**src/rtl/reg_file.sv**
```systemverilog
// reg_file: architectural register file with two combinational read ports, one
// clocked write port, optional same-cycle write-to-read bypass, and an overflow
// trap holding register acknowledged by the control unit.
//
// Ports:
//   clk, rst            rising-edge clock, asynchronous active-high reset
//   ra1/rd1, ra2/rd2    read address / read data (ALU operands a, b)
//   we, wa, wd          write request, address, data (ALU result)
//   ovf_chk, ovf        write is a trapping signed add/sub; ALU overflow flag
//   trap_valid          suppressed-overflow write pending
//   trap_rd, trap_data  destination and wrapped result of the captured fault
//   trap_ack            control unit consumes the pending trap
//   trap_count          saturating count of suppressed writes since reset
module reg_file #(
  parameter int DW     = 32,
  parameter int AW     = 5,
  parameter bit BYPASS = 1'b1
) (
  input  logic          clk,
  input  logic          rst,
  input  logic [AW-1:0] ra1,
  input  logic [AW-1:0] ra2,
  output logic [DW-1:0] rd1,
  output logic [DW-1:0] rd2,
  input  logic          we,
  input  logic [AW-1:0] wa,
  input  logic [DW-1:0] wd,
  input  logic          ovf_chk,
  input  logic          ovf,
  output logic          trap_valid,
  output logic [AW-1:0] trap_rd,
  output logic [DW-1:0] trap_data,
  input  logic          trap_ack,
  output logic [7:0]    trap_count
);

  localparam int NREG = 2 ** AW;

  typedef enum logic {
    IDLE = 1'b0,
    PEND = 1'b1
  } trap_state_t;

  logic [DW-1:0] regs [NREG];
  logic          suppress;
  logic          commit;
  logic          fwd_en;
  trap_state_t   state;
  trap_state_t   state_nxt;
  logic          capture;

  // A faulting write is suppressed for any destination, including r0.
  assign suppress = we & ovf_chk & ovf;
  assign commit   = we & ~(ovf_chk & ovf) & (wa != '0);
  // Forwarding is held off during reset so reads stay at zero.
  assign fwd_en   = BYPASS & commit & ~rst;

  // Combinational read ports; r0 reads as zero regardless of array content.
  always_comb begin
    rd1 = regs[ra1];
    if (fwd_en && (wa == ra1)) rd1 = wd;
    if (ra1 == '0) rd1 = '0;
  end

  always_comb begin
    rd2 = regs[ra2];
    if (fwd_en && (wa == ra2)) rd2 = wd;
    if (ra2 == '0) rd2 = '0;
  end

  always_ff @(posedge clk or posedge rst) begin
    if (rst) begin
      for (int i = 0; i < NREG; i++) regs[i] <= '0;
    end else if (commit) begin
      regs[wa] <= wd;
    end
  end

  // Trap FSM: the first fault is kept until acknowledged; a fault arriving in
  // the same cycle as the ack replaces the one being consumed.
  always_comb begin
    state_nxt = state;
    capture   = 1'b0;
    case (state)
      IDLE: begin
        if (suppress) begin
          capture   = 1'b1;
          state_nxt = PEND;
        end
      end
      PEND: begin
        if (trap_ack) begin
          if (suppress) capture = 1'b1;
          else          state_nxt = IDLE;
        end
      end
      default: state_nxt = IDLE;
    endcase
  end

  always_ff @(posedge clk or posedge rst) begin
    if (rst) state <= IDLE;
    else     state <= state_nxt;
  end

  always_ff @(posedge clk or posedge rst) begin
    if (rst) begin
      trap_rd   <= '0;
      trap_data <= '0;
    end else if (capture) begin
      trap_rd   <= wa;
      trap_data <= wd;
    end
  end

  always_ff @(posedge clk or posedge rst) begin
    if (rst) begin
      trap_count <= '0;
    end else if (suppress && (trap_count != 8'hFF)) begin
      trap_count <= trap_count + 8'd1;
    end
  end

  assign trap_valid = (state == PEND);

endmodule

```
**config.mk**
```make
export PLATFORM = sky130hd
export DESIGN_NAME = reg_file
export DESIGN_NICKNAME = d
export VERILOG_FILES = /design/src/rtl/reg_file.sv
export SDC_FILE = /design/constraint.sdc
export NUM_CORES = 2
export LEC_CHECK = 0
export ABC_AREA = 1
export CAP_MARGIN = 10
export CORE_UTILIZATION = 52
export CTS_CLUSTER_DIAMETER = 50
export DETAILED_ROUTE_END_ITERATION = 12
export PLACE_DENSITY = 0.69
export SYNTH_ARGS = -nofsm -noshare
export SYNTH_HDL_FRONTEND = slang
export SYNTH_SLANG_ARGS = --single-unit
```
**constraint.sdc**
```tcl
create_clock -name clk -period 49.7 [get_ports clk]
set_input_delay 4.97 -clock clk [delete_from_list [all_inputs] [get_ports clk]]
set_output_delay 4.97 -clock clk [all_outputs]
set_load 0.02 [all_outputs]
```
# == After elaboration in Yosys (flattened, before gate mapping) ==
# Cells that the tools add are included.
# word_totals
latchBits,0
out_inout_bits,110
reg_bits,1070
inputBits,53
mem_bits_rw,0
n_memories,0
mem_bits_ro,0
word_cells,81
# classes
mul,0
n_bitwise,12
n_addsub,1
div,0
order_cmp,4
eq_ne,3
n_shift,0
mux,18
n_reduce_logical,7
# ops
op,count
bitwise mux 1024 bit,1
binary-select mux 32 bit (select 5 bit),2
two-way mux 32 bit,9
demux 32 bit (select 5 bit),1
greater-or-equal comparator 6 bit (second input constant),3
inverter 5 -> 6 bit,3
equality test 5 bit,2
logical NOT 5 bit,2
adder 8 x 1 -> 8 bit (second input constant),1
!= test 8 bit (second input constant),1
bitwise AND 1 bit,6
< comparator 6 x 1 -> 1 bit (second input constant),1
nonzero test 5 bit,1
logical AND 1 bit,4
one-hot mux 1 bit (2 select lines),2
two-way mux 1 bit,3
inverter 1 bit,3

# == Logic depth before layout (Yosys ltp) ==
# logic_depth
ltp_word,8
mapped_depth,14

# == Least setup slack after synthesis ==
# Ideal clock, no wire load.
# synth_path
path_type,input port to output port
startpoint,input wa[3]
endpoint,output rd1[13]
arrival_ns,6.521
path_buffers,3
setup_slack_ns,38.209
stages,10
path_cell_list,buf_2 nor3_4 nand2_1 nand2_2 nor2_1 buf_2 buf_1 nand3_1 nand2_1 a21oi_1
# synth_between
elab_chain_cells,6
elab_cells_between_ends,7
# synth_lines
item,line_no,rtl
"start, declared",26,"input logic [AW-1:0] wa,"
nonzero test 5 bit,54,assign commit = we & ~(ovf_chk & ovf) & (wa != '0);
bitwise AND 1 bit,54,
bitwise AND 1 bit,56,assign fwd_en = BYPASS & commit & ~rst;
logical AND 1 bit (*),61,if (fwd_en && (wa == ra1)) rd1 = wd;
two-way mux 32 bit (*),61,
two-way mux 32 bit (*),62,if (ra1 == '0) rd1 = '0;
"end, declared",23,"output logic [DW-1:0] rd1,"
# Every way passes the cells marked *; elsewhere a longest branch is shown, timed or not.

# == Worst setup path in the final report ==
# layout_path
startpoint,input ra1[2]
endpoint,output rd1[1]
# layout_between
elab_chain_cells,6
elab_cells_between_ends,9
# layout_lines
item,line_no,rtl
"start, declared",21,"input logic [AW-1:0] ra1,"
inverter 5 -> 6 bit (not written as such),60,rd1 = regs[ra1];
binary-select mux 32 bit (select 5 bit),60,
two-way mux 32 bit (not written as such) (2 in series),60,
two-way mux 32 bit,61,
two-way mux 32 bit (*),62,
# Every way passes the cells marked *; elsewhere a longest branch is shown, timed or not. The select of a mux whose other input is x is not followed.

==> impl_metrics.yaml <==
setup_path:
  crit_arrival_ps: 9980
  crit_required_ps: 44730
  worstPathCellList: "buf_4 > clkinv_2 > nor2_4 > buf_4 > nand2_1 > nor2_1 > nor2_1 > nand2_1 > nand3_1 > nand2_1 > inv_1 > clkdlybuf4s50_1"
  crit_type: "primary input to output port"
  cp-start-kind: "primary input"
  max_stage_delay_ps: 970
  endpoint_kind: "output port"
  crit_top_cell: "nand2_1"
  cp_num_buf_inv: 5
  cp_max_fo: 44
  cpMaxStageDelayCell: "nor2_4"
  cp_top_family: "buffers and inverters"
die:
  start_util_pct: 52.5
  io-pin-count: 163
  die_w_um: 345
  dieArea_um2: 119000
  core_um2: 116000
  rows: 125
  die_h_um: 345
synth:
  yosysTopAreaCell: "dfrtp_1"
  synth_fa_ha_area_share_pct: 0.0205
  synth_seq_cells: 1070
  ys_types: 33
  synthMuxAreaShare_pct: 0
  avgSynthCellArea_um2: 6.81
  synth_top_family_by_area: "simple AND/OR/NAND/NOR gates"
  ys_seq_area_share_pct: 43.9
  synthCells: 8972
  synthSimpleGateAreaFrac_pct: 29.4
  synth_compound_area_share_pct: 15.9
  yosysWarnings: 0
  synth_area_leaders: "dfrtp_1 (44%), nand2_1 (17%), o21ai_0 (12%)"
  synthXorXnorAreaFrac_pct: 0.244
  synth_top_area_share_pct: 43.9
  synth_fp_nets: 9026
  synthesis.area_um2: 61100
global_routing:
  grt.overflow.total: 0
  grt_max_degree: 173
  grt_pass1_vias: 58200
  antenna_found_initial: 10
  grt_usage_pct: 40.1
  grt_pass1_wl_um: 360000
power_and_ir_drop:
  power.leakage_nw: 33.2
  p_seq_share_pct: 41.0
  comb_power_share_pct: 19.3
  clock_power_share_pct: 39.7
  p_switching_mw: 0.857
  internal_power_mw: 1.86
  power_density_nw_per_um2: 40.1
  ir_worst_vdd_mv: 0.0358
  p_sw_share_pct: 31.6
drt:
  viasPerCell: 6.06
  post-route-drc-count: 0
  wl_met3_um: 33500
  wire_per_inst_um: 23.2
  wl_met2_um: 98800
  highest_layer: "met5"
  dr.pass1.iters: 8
  drt_iter0_markers: 9242
  routed_wl_um: 238000
  vias: 62100
  ant_nets: 0
  drt-met1-wl_um: 91700
cts:
  ctsResizeCount: 0
  h-tree-depth: 4
  tritoncts: "built"
  cts_root_buf: "clkbuf_16"
  postCtsSetupRepairBufs: 0
  cts_buffers: 140
  clock_latency_ps: 780
  cts_max_path_buffers: 3
  cts.sinks: 1070
  clk_pin_slew_ps: 50
  hold_buffers: 0
timing:
  skew_ps: 27.7
  min_period_ps: 14950
  finalSetupViolCount: 0
  worst_pin_slew_ps: 1260
  fin_tns_setup_ps: 0
  max_slew_margin_pct: 15.8
  hold_viol_final: 0
  rsz0062_at_grt: "no"
  max_freq_mhz: 66.9
  whs_ps: 375
  slew_viol_final: 0
  fin_crit_sh_pct: 30.1
cells_and_area:
  drive_gt1_share_pct: 5.48
  mostFrequentLayoutCells: "nand2_1 (2774), o21ai_0 (1404), nand3_1 (1138)"
  area_growth_pct: 10.8
  final_common_cell: "nand2_1"
  nNetsFinal: 8666
status:
  status: "complete, no violations"
placed_design:
  io_buffers: 162
  dp_hpwl_um: 125000
  gp_congestion: 0.889
job:
  maxCapViolCount: 0
worst_hold_path:
  holdCritPathClass: "register to register"
worst paths after layout:
path,slack [ps],depth (start not counted),from,to
min reg2reg,380,0,regs[1006]$_DFFE_PP0P_,regs[1006]$_DFFE_PP0P_
max in group asynchronous,40900,6,rst,regs[26]$_DFFE_PP0P_
max,34750,12,ra1[2],rd1[1]
max reg2reg,47870,6,trap_count[0]$_DFFE_PP0P_,trap_count[4]$_DFFE_PP0P_
min in group asynchronous,4970,2,rst,trap_rd[3]$_DFFE_PP0P_
min,380,0,regs[1006]$_DFFE_PP0P_,regs[1006]$_DFFE_PP0P_
power groups by stage:
stage	combinational, mW	sequential [mW]	clock (mW)
6_report	0.525	1.11	1.08
5_1_grt	0.593	1.13	1.12
4_1_cts	0.516	1.11	1.08
3_5_place_dp	0.513	1.12	0
3_3_place_gp	0.499	1.12	0
2_1_floorplan	0.358	1.11	0
cell type report:
class	count	area [um2]
inverter	877	3330
clock inverter	68	805
multi-input combinational	6246	28100
timing repair buffer	277	2570
fill	11000	48700
sequential	1070	26800
antenna	3	7.51
tap	1524	1910
clock buffer	185	4130
kinds of logic (layout without fill, tap and decap cells):
kind of cell,after synthesis,after routing
AOI/OAI and AO/OA,1926,1926
buffers and inverters,1656,1407
other,0,3
adders and majority gates,1,1
and+or+nand+nor,4302,4302
xor gates and xnor gates,17,17
DFF,1070,1070
synth_stat cells:
| library cell | instances |
|---|---|
| nand2_1 | 2779 |
| o21ai_0 | 1404 |
| nand3_1 | 1138 |
| dfrtp_1 | 1070 |
| inv_1 | 875 |
| clkbuf_1 | 522 |
| a21oi_1 | 425 |
| nor2_1 | 287 |
| buf_2 | 176 |
| buf_1 | 79 |
| o21ai_1 | 63 |
| or2_2 | 48 |
| o211ai_1 | 32 |
| nand3_2 | 20 |
| xnor2_1 | 10 |
| nand2_2 | 8 |
| xor2_1 | 7 |
| nor3_2 | 6 |
| nand4_1 | 4 |
| nor3_1 | 4 |
| nor2_2 | 2 |
| nor3_4 | 2 |
| a21boi_0 | 1 |
| a31oi_1 | 1 |
| buf_4 | 1 |
| clkbuf_2 | 1 |
| clkinv_1 | 1 |
| ha_1 | 1 |
| inv_2 | 1 |
| nand3b_1 | 1 |
| nand4_4 | 1 |
| nor2_4 | 1 |
| nor4_2 | 1 |
stage by stage:
| step | instance area, um2 | setup slack (ps) | util [%] | std cells | total power, mW |
|---|---|---|---|---|---|
| after floorplan | 61100 | 14610 | - | 8972 | 1.47 |
| after global placement | 62700 | 34900 | 53.9 | 9993 | 1.61 |
| after detailed placement | 62700 | 35140 | 53.9 | 9994 | 1.63 |
| after CTS | 67600 | 35130 | 58.1 | 10200 | 2.70 |
| after global routing | 67600 | 34790 | 58.1 | 10200 | 2.84 |
| final | 67600 | 34750 | 58.1 | 10300 | 2.71 |
metal layers:
layer	vias to the layer above	global-route usage, %
met3	873	11.3
met2	4272	59.3
met1	29000	53.5
li1	28000	-
met4	12	21.3
met5	-	0
registers in the layout (all words and copies together) (netlist names):
name	count
trap_valid	1
regs	1024
trap_count	8
trap_data	32
trap_rd	5
Note: power is estimated with default switching activity, not from simulation.
